===== src/rtl/narrow_pkg.sv =====
// Shared definitions for the 34->32 signed narrowing stage: widths,
// saturation limits, the S1 payload type and the overflow predicate.
package narrow_pkg;

  localparam int NARROW_W_IN  = 34;
  localparam int NARROW_W_OUT = 32;

  localparam logic signed [NARROW_W_OUT-1:0] SAT_POS = 32'sh7FFF_FFFF;
  localparam logic signed [NARROW_W_OUT-1:0] SAT_NEG = 32'sh8000_0000;

  typedef struct packed {
    logic signed [NARROW_W_IN-1:0] data;
    logic                          ovf;
  } s1_payload_t;

  // A 34-bit value fits in 32 signed bits only when bits [33:31] are all equal.
  function automatic logic narrow_ovf(input logic signed [NARROW_W_IN-1:0] d);
    logic [2:0] top3;
    top3 = d[NARROW_W_IN-1 -: 3];
    return !((top3 == 3'b000) || (top3 == 3'b111));
  endfunction

endpackage


===== src/rtl/narrow_ovf_check.sv =====
// Combinational overflow detect and narrowing of a 34-bit signed value.
// Build option NARROW_SAT_EN: when defined, overflowed values clamp to the
// signed 32-bit limits; otherwise the upper bits are simply dropped.
module narrow_ovf_check
  import narrow_pkg::*;
(
  input  logic signed [NARROW_W_IN-1:0]  data_i,
  output logic                           ovf_o,
  output logic signed [NARROW_W_OUT-1:0] narrow_o
);

  logic ovf;

  // Overflow flag and the narrowed result (clamped or truncated).
  always_comb begin
    ovf   = narrow_ovf(data_i);
    ovf_o = ovf;
`ifdef NARROW_SAT_EN
    narrow_o = ovf ? (data_i[NARROW_W_IN-1] ? SAT_NEG : SAT_POS) : data_i[NARROW_W_OUT-1:0];
`else
    narrow_o = data_i[NARROW_W_OUT-1:0];
`endif
  end

endmodule


===== src/rtl/narrow_34to32.sv =====
// Two-stage valid/ready narrowing pipeline from the 34-bit arithmetic
// result to 32-bit writeback width, with sticky and saturating-count
// overflow statistics. Build option NARROW_SAT_EN selects saturation
// (defined) or wrap/truncate (undefined) for overflowed beats.
module narrow_34to32
  import narrow_pkg::*;
#(
  parameter int W_IN  = 34,
  parameter int W_OUT = 32,
  parameter int CNT_W = 8
) (
  input  logic                    clock,
  input  logic                    resetn,
  input  logic                    in_valid,
  output logic                    in_ready,
  input  logic signed [W_IN-1:0]  in_data,
  output logic                    out_valid,
  input  logic                    out_ready,
  output logic signed [W_OUT-1:0] out_data,
  output logic                    out_ovf,
  input  logic                    clr_stats,
  output logic                    ovf_sticky,
  output logic [CNT_W-1:0]        ovf_count
);

  s1_payload_t             s1_d, s1_q;
  logic                    vld_p1_q, vld_p2_q;
  logic signed [W_OUT-1:0] data_p2_q;
  logic                    ovf_p2_q;
  logic                    sticky_d, sticky_q;
  logic [CNT_W-1:0]        count_d, count_q;

  logic                    s2_adv, s1_mv, accept, deliver;
  logic                    chk_ovf;
  logic signed [W_OUT-1:0] chk_narrow;

  // Handshake: S2 frees when empty or draining; S1 frees when empty or moving.
  always_comb begin
    s2_adv   = !vld_p2_q || out_ready;
    s1_mv    = vld_p1_q && s2_adv;
    in_ready = !vld_p1_q || s2_adv;
    accept   = in_valid && in_ready;
    deliver  = vld_p2_q && out_ready;
    s1_d     = '{data: in_data, ovf: narrow_ovf(in_data)};
  end

  // ---- stage 0 -> S1 boundary ----
  // S1 payload carries no reset; its valid bit alone qualifies it.
  always_ff @(posedge clock) begin
    if (accept) s1_q <= s1_d;
  end

  narrow_ovf_check u_chk (
    .data_i   (s1_q.data),
    .ovf_o    (chk_ovf),
    .narrow_o (chk_narrow)
  );

  // ---- S1 -> S2 boundary ----
  // Valids and the S2 output beat; S2 data only loads when S1 moves in.
  always_ff @(posedge clock or negedge resetn) begin
    if (!resetn) begin
      vld_p1_q  <= 1'b0;
      vld_p2_q  <= 1'b0;
      data_p2_q <= '0;
      ovf_p2_q  <= 1'b0;
    end else begin
      if (accept)     vld_p1_q <= 1'b1;
      else if (s1_mv) vld_p1_q <= 1'b0;
      if (s2_adv)     vld_p2_q <= vld_p1_q;
      if (s1_mv) begin
        data_p2_q <= chk_narrow;
        ovf_p2_q  <= s1_q.ovf;
      end
    end
  end

  // Statistics next state: clear dominates a same-cycle overflowed delivery.
  always_comb begin
    sticky_d = sticky_q;
    count_d  = count_q;
    if (clr_stats) begin
      sticky_d = 1'b0;
      count_d  = '0;
    end else if (deliver && ovf_p2_q) begin
      sticky_d = 1'b1;
      if (count_q != {CNT_W{1'b1}}) count_d = count_q + 1'b1;
    end
  end

  // Statistics registers.
  always_ff @(posedge clock or negedge resetn) begin
    if (!resetn) begin
      sticky_q <= 1'b0;
      count_q  <= '0;
    end else begin
      sticky_q <= sticky_d;
      count_q  <= count_d;
    end
  end

  // The registered S1 flag and the checker must agree on the same data.
  a_ovf_consistent: assert property (@(posedge clock) disable iff (!resetn)
    vld_p1_q |-> (chk_ovf == s1_q.ovf));

  assign out_valid  = vld_p2_q;
  assign out_data   = data_p2_q;
  assign out_ovf    = ovf_p2_q;
  assign ovf_sticky = sticky_q;
  assign ovf_count  = count_q;

endmodule


===== config.mk =====
export PLATFORM = sky130hd
export DESIGN_NAME = narrow_34to32
export DESIGN_NICKNAME = d
export VERILOG_FILES = /design/src/rtl/narrow_pkg.sv /design/src/rtl/narrow_ovf_check.sv /design/src/rtl/narrow_34to32.sv
export SDC_FILE = /design/constraint.sdc
export NUM_CORES = 1
export LEC_CHECK = 0
export CORE_MARGIN = 10
export CORE_UTILIZATION = 53
export DETAILED_ROUTE_END_ITERATION = 8
export PLACE_DENSITY_LB_ADDON = 0.3
export SYNTH_ARGS = -nofsm -noshare
export SYNTH_HDL_FRONTEND = slang
export SYNTH_HIERARCHICAL = 1
export SYNTH_SLANG_ARGS = --single-unit

===== constraint.sdc =====
create_clock -name clock -period 4.08 [get_ports clock]
set_clock_uncertainty 0.1 [all_clocks]
set_input_delay 0.612 -clock clock [delete_from_list [all_inputs] [get_ports clock]]
set_output_delay 0.612 -clock clock [all_outputs]
set_load 0.02 [all_outputs]

Yosys cells after proc, flatten, opt, wreduce, memory -nomap -nowiden. Cells that the tools add are included.

Bits in registers: 77. Output and inout port bits: 44.

Reduce and logical (&&, ||, !) cells: 15. Muxes and demuxes: 7. $add $sub $neg: 1. Eq/ne operators: 2.

Operators by type and width (number): 8-bit two-way mux (3); 8-bit by 1-bit adder with 8-bit output (second input constant) (1); 8-bit != test (second input constant) (1); 2-bit nonzero test (3); 1-bit logical AND (4); 1-bit two-way mux (4); 3-bit equality test (second input constant) (1); 1-bit zero test (3); 3-bit zero test (1); 1-bit logical OR (3); 2-bit AND reduction (1).

Longest topological paths before layout. Gate-level depths: netlist (run 1).

Depth in word-level cells: 5. Mapped depth: 4. Depth with buffers taken out: 4.

Cells and area by module. The synthesis (run 1) kept the hierarchy.

Modules (own cells, without submodules): narrow_34to32 (seq. area each 2152.1 um2, instances 1, area each 3049.2 um2, cells each 169); narrow_ovf_check (seq. area each 0.0 um2, instances 1, area each 260.2 um2, cells each 35).

Worst setup path before layout (run 1). OpenSTA, ideal clock, no wires.

Path kind: input-to-reg. Start point: input out_ready. End point: register s1_q[0] (netlist bit), enable pin. Required time: 3585 ps. Path slack: 1813 ps. Cell stages on the path: 2. Setup time: 395 ps. Arrival time: 1771 ps. Buffers on the path: 0. Cell sequence: nand3b_1 > and2_1.

Longest elaborated chain between the ends: 3.

Ends and longest elaborated chain: from (decl) (line narrow_34to32.sv:18) `input logic out_ready,`; 1-bit logical OR (line narrow_34to32.sv:39) `s2_adv = !vld_p2_q || out_ready;`; 1-bit logical OR (line narrow_34to32.sv:41) `in_ready = !vld_p1_q || s2_adv;`; 1-bit logical AND (line narrow_34to32.sv:42) `accept = in_valid && in_ready;`; named net accept (line narrow_34to32.sv:33) `logic s2_adv, s1_mv, accept, deliver;`; to (signal assigned) (line narrow_34to32.sv:50) `if (accept) s1_q <= s1_d;`; to (decl) (line narrow_34to32.sv:26) `s1_payload_t s1_d, s1_q;`.

The timed path passes the listed nets, and every way through them passes these cells. A chain may end at the register's enable or synchronous reset.

Worst setup path after layout (run 1).
Start point: input out_ready. End point: output in_ready.

Longest elaborated chain between the ends: 2.

Ends and longest elaborated chain: 1-bit logical OR (line narrow_34to32.sv:39); 1-bit logical OR (line narrow_34to32.sv:41); to (decl) (line narrow_34to32.sv:15) `output logic in_ready,`.

Every way passes these cells.

==> results of run 1 <==
==> metal layers <==
layer / vias up / track usage [%]
li1: 797 / -
met3: 8 / 5.99
met5: - / 0
met2: 69 / 20.4
met4: 0 / 5.03
met1: 822 / 13.5
==> metrics by stage <==
step	cell area, um^2	power (W)	util [%]	hold WS, ns	std cells
final	4060	0.00190	68.5	0.317	337
after global routing	4060	0.00198	68.5	0.386	337
after CTS	4060	0.00192	68.5	0.347	337
after detailed placement	3870	0.00138	65.3	0.365	321
after global placement	3870	0.00137	65.3	0.357	321
after floorplan	3230	0.00119	-	0.216	199
==> cell type report <==
| class | count | area, um^2 |
|---|---|---|
| flip-flops and latches | 77 | 2090 |
| well taps | 75 | 93.8 |
| repair buffers | 83 | 823 |
| clock inverters | 2 | 33.8 |
| multi-input cells | 86 | 860 |
| clock buffers | 14 | 153 |
| fillers | 430 | 1870 |
==> sequential cells by signal, indices dropped and copies added (netlist names) <==
name / count
out_valid: 1
ovf_count: 8
out_data: 32
vld_p1_q: 1
s1_q: 33
ovf_sticky: 1
out_ovf: 1
==> worst max-delay path, cell delays in order <==
cell and delay (ns):
clkdlybuf4s50_1 0.56, nand3b_1 0.18, clkdlybuf4s50_1 0.64
==> path summary, 6_finish.rpt <==
kind                                  startpoint                        to  slack [ns]  cells after the start
max                                    out_ready                  in_ready        1.38                      3
min                                       resetn  out_data[21]$_DFFE_PN0P_        0.32                      1
max reg2reg                out_valid$_DFFE_PN0P_  out_data[31]$_DFFE_PN0P_        2.08                      3
min reg2reg                    s1_q[0]$_DFFE_PP_       out_ovf$_DFFE_PN0P_        0.38                      1
max in group asynchronous                 resetn  out_data[25]$_DFFE_PN0P_        2.97                      1
min in group clock             s1_q[0]$_DFFE_PP_       out_ovf$_DFFE_PN0P_        0.38                      1
==> report_power, final <==
group	internal, W	switching [W]	leakage, nW
sequential	0.000898	0.0000483	0.846
combinational	0.000230	0.000177	0.719
clock	0.000299	0.000245	0.0923
total	0.00143	0.000470	1.66
==> placed cells by master (no fill, tap or decap), types with 2 or more instances in the layout <==
cell,n
a21oi_1,4
mux2_2,7
edfxtp_1,33
nand2b_1,5
and3_1,3
a211oi_1,2
clkdlybuf4s50_1,81
nor2_1,7
clkbuf_1,4
mux2_4,30
dfrtp_1,44
nand2_1,2
nor2b_1,6
clkbuf_8,10
nand4_1,2
nand3_1,3
==> flow_summary.yaml, run 1 <==
placement:
  place_congestion: 0.771
  pre_cts_ws_ns: 1.30
  port_buffers: 82
  dp_hpwl_um: 4250
floorplanning:
  fp.dieH_um: 98.1
  die_width_um: 98.1
  core_um2: 5920
  dieArea_um2: 9620
  rows: 28
  start_util_pct: 54.5
  io_pins: 83
clock_network:
  htree_levels: 3
  cts_setup_buffers: 0
  clk_pin_slew_ns: 0.07
  postCtsResizedCells: 0
  cts-hold-fix-buffers: 0
  cts.sinks: 77
  insertion_delay_ns: 0.33
  cts.path.max_buffers: 2
  cts_tree: "yes"
  cts_root_buf: "clkbuf_8"
  cts_made_buffers: 9
detailed_routing:
  dr.pass1.iters: 4
  wirelength_um: 5870
  wl_met2_um: 2980
  met3_wirelength_um: 486
  top_layer_used: "met4"
  drc: 0
  drtAntennaViolNets: 0
  viasPerCell: 5.03
  num_vias: 1696
  initialDrtViolationCount: 93
  drt-met1-wl_um: 2330
  wl_per_cell_um: 17.4
global_route:
  grt_max_degree: 45
  antenna_found_initial: 0
  grt_pass1_vias: 1794
  grt-ovfl-total: 0
  grt_usage_pct: 12.4
  grt_pass1_wl_um: 9450
timing:
  worst_slew_pin_slew_ns: 1.06
  slew_headroom_pct: 29.2
  hold_violations: 0
  tns_ns: 0
  fin_crit_sh_pct: 66.3
  finalSetupViolations: 0
  fin_ws_ns: 1.38
  max_freq_ghz: 0.370
  fin_crit_ns: 2.70
  rsz0062_at_grt: "no"
  final_max_slew_viol_count: 0
layout:
  drive_gt1_share_pct: 20.6
  nets: 297
  diodes: 0
  syn_to_final_growth_pct: 25.6
status:
  outcome: "finished, final reports clean"
synthesis:
  synth_warnings: 6
  netlist_instances: 199
  syn_area_um2: 3230
  avgSynthCellArea_um2: 16.2
  syn-num-nets: 239
job:
  drv_cap: 0
setup_path:
  cp_max_fo: 5
  endpoint_kind: "output port"
  cp.arrival_ns: 1.99
  worstSetupPathType: "primary input to output port"
  required_ns: 3.37
  startpoint_type: "primary input"
pwr:
  leakage_nw: 1.66
  power.density_nw_per_um2: 468
  vdd_ir_drop_max_uv: 279
min_path:
  hold_class: "primary input to asynchronous set/reset pin"
Note: power is estimated with default switching activity, not from simulation.
==> run 2: changes to the inputs <==
--- a/config.mk
+++ b/config.mk
@@ -6,7 +6,7 @@
 export NUM_CORES = 1
 export LEC_CHECK = 0
 export CORE_MARGIN = 10
-export CORE_UTILIZATION = 53
+export CORE_UTILIZATION = 49
 export DETAILED_ROUTE_END_ITERATION = 8
 export PLACE_DENSITY_LB_ADDON = 0.3
 export SYNTH_ARGS = -nofsm -noshare
==> constraint.sdc (replaced) <==
create_clock -name clock -period 2.71 [get_ports clock]
set_clock_uncertainty 0.1 [all_clocks]
set_input_delay 0.4065 -clock clock [delete_from_list [all_inputs] [get_ports clock]]
set_output_delay 0.4065 -clock clock [all_outputs]
set_load 0.02 [all_outputs]
==> run 2 against run 1 <==
First-iteration DRC count is 61% lower. Register-to-register slack worse by 1.2 ns. Combinational power is 52% higher. Die area is 6.5% higher. Critical path depth stayed put. Core utilization is 4.1 points lower. Via count is 1.0% higher. Sequential share of layout area is 0.69 points lower. Clock-buffer cell count is 3 lower. Non-clock buffer count is 4 higher. Global-route usage is 0.43 points lower. Final cell count is 1.8% higher.
==> flow_summary.yaml, run 2 (same netlist as run 1, synthesis figures left out) <==
status:
  outcome: "finished, final reports clean"
floorplanning:
  dieArea_um2: 10200
  start_util_pct: 50.6
  rows: 29
  fp.dieH_um: 101
  core_um2: 6390
  io_pins: 83
  die_width_um: 101
setup_path:
  worstSetupPathType: "primary input to output port"
  slowest_stage: "clkdlybuf4s50_1"
  endpoint_kind: "output port"
  startpoint_type: "primary input"
  worstRegToRegCells: 4
  required_ns: 2.20
  crit_top_cell: "clkdlybuf4s50_1"
  cp.arrival_ns: 1.74
  critPathLaunch: "out_ready"
  r2r_slack_ns: 0.85
  slowest_delay_ns: 0.62
  crit_family: "buffers and inverters"
  cp-endpoint: "in_ready"
  crit_chain: "clkdlybuf4s50_1 > nand3b_1 > clkdlybuf4s50_1"
  cp_max_fo: 5
  path_depth: 3
  r2r_end: "ovf_count[3]$_DFFE_PN0P_"
  reg2reg_from: "ovf_count[0]$_DFFE_PN0P_"
  cp_num_buf_inv: 2
clock_network:
  postCtsResizedCells: 0
  cts.path.max_buffers: 2
  htree_levels: 3
  cts_tree: "yes"
  insertion_delay_ns: 0.33
  clk_pin_slew_ns: 0.08
  cts_made_buffers: 9
  cts_root_buf: "clkbuf_8"
  cts.sinks: 77
timing:
  tns_ns: 0
  max_freq_ghz: 0.445
  whs_ns: 0.376
  slew_headroom_pct: 66.0
  fin_crit_ns: 2.25
  hold_violations: 0
  rsz0062_at_grt: "no"
  finalSetupViolations: 0
  fin_crit_sh_pct: 82.9
  worst_slew_pin_slew_ns: 0.509
  final_max_slew_viol_count: 0
placement:
  port_buffers: 82
  dpl_cell_area_um2: 3910
  place_congestion: 0.747
  dp_hpwl_um: 4240
detailed_routing:
  wirelength_um: 5860
  drtAntennaViolNets: 0
  wl_per_cell_um: 17.1
  num_vias: 1713
  dr.pass1.iters: 4
  drc: 0
  initialDrtViolationCount: 36
  viasPerCell: 4.99
layout:
  syn_to_final_growth_pct: 27.3
  drive_gt1_share_pct: 22.9
  final_common_cell: "clkdlybuf4s50_1"
  fin_area_um2: 4110
  largest_reg_flops: 33
  nets: 301
  regMostFlops: "s1_q"
  diodes: 0
  layout_common_cells: "clkdlybuf4s50_1, dfrtp_1, edfxtp_1"
min_path:
  hold_class: "register to register"
global_route:
  grt_pass1_vias: 1882
  grt-ovfl-total: 0
  grt_pass1_wl_um: 9630
  grt_max_degree: 34
  grt_usage_pct: 12.0
  antenna_found_initial: 0
job:
  drv_cap: 0
pwr:
  leakage_nw: 1.67
  p_total_w: 0.00286
  vdd_ir_drop_max_uv: 468
  power.density_nw_per_um2: 695
## run 2: changes by cell type in the layout (fill, tap and decap cells not counted), sizes merged
| cell | previous run | this run |
|---|---|---|
| clkinvlp | 0 | 3 |
| dlygate4sd3 | 0 | 1 |
| buf | 2 | 5 |
| clkbuf | 14 | 11 |
## run 2: worst min path at each step
stage	cells past startpoint	start	slack, ns	end
floorplan	0	resetn	0.01	out_data[0]$_DFFE_PN0P_
global placement	1	resetn	0.30	ovf_count[0]$_DFFE_PN0P_
detailed placement	1	resetn	0.31	ovf_count[0]$_DFFE_PN0P_
finish	1	s1_q[11]$_DFFE_PP_	0.38	out_data[10]$_DFFE_PN0P_
global route	1	s1_q[18]$_DFFE_PP_	0.39	out_data[17]$_DFFE_PN0P_
CTS	1	s1_q[12]$_DFFE_PP_	0.38	out_data[11]$_DFFE_PN0P_
## run 2: power breakdown
group          switching [W]  internal [W]  total [W]
sequential         0.0000694       0.00135    0.00142
clock               0.000393      0.000428   0.000821
combinational       0.000267      0.000351   0.000617
## run 2: per-layer routing
layer / global-route usage [%] / wire length [um]
met5: 0 / 0
met4: 5.47 / 53
met3: 6.19 / 601
met2: 17.5 / 2710
met1: 14.5 / 2490
## run 2: stage by stage
| stage | util, % | instances | setup slack [ns] |
|---|---|---|---|
| finish | 64.4 | 343 | 0.462 |
| global route | 64.4 | 343 | 0.393 |
| CTS | 64.4 | 343 | 0.446 |
| detailed placement | 61.2 | 326 | 0.463 |
| global placement | 61.2 | 326 | 0.476 |
| floorplan | - | 199 | 0.577 |
## run 2: what timing repair did
| item | CTS | global route |
|---|---|---|
| hold buffers | 1 | 0 |
| buffers inserted | 0 | 0 |
| endpoints found under the hold margin | 20 | 0 |
## run 2: cell type report
cell class | instances | area, um^2
fillers | 483 | 2280
multi-input cells | 86 | 861
well taps | 77 | 96.3
clock buffers | 11 | 131
flip-flops and latches | 77 | 2090
repair buffers | 87 | 868
clock inverters | 5 | 61.3
## run 2: worst register-to-register path: cells and delay by family (launching register included)
kind	cells	cell delay, ns
compound gates	1	0.26
mux	1	0.37
flops	1	0.44
fa+ha+maj	1	0.31
simple gates	1	0.27
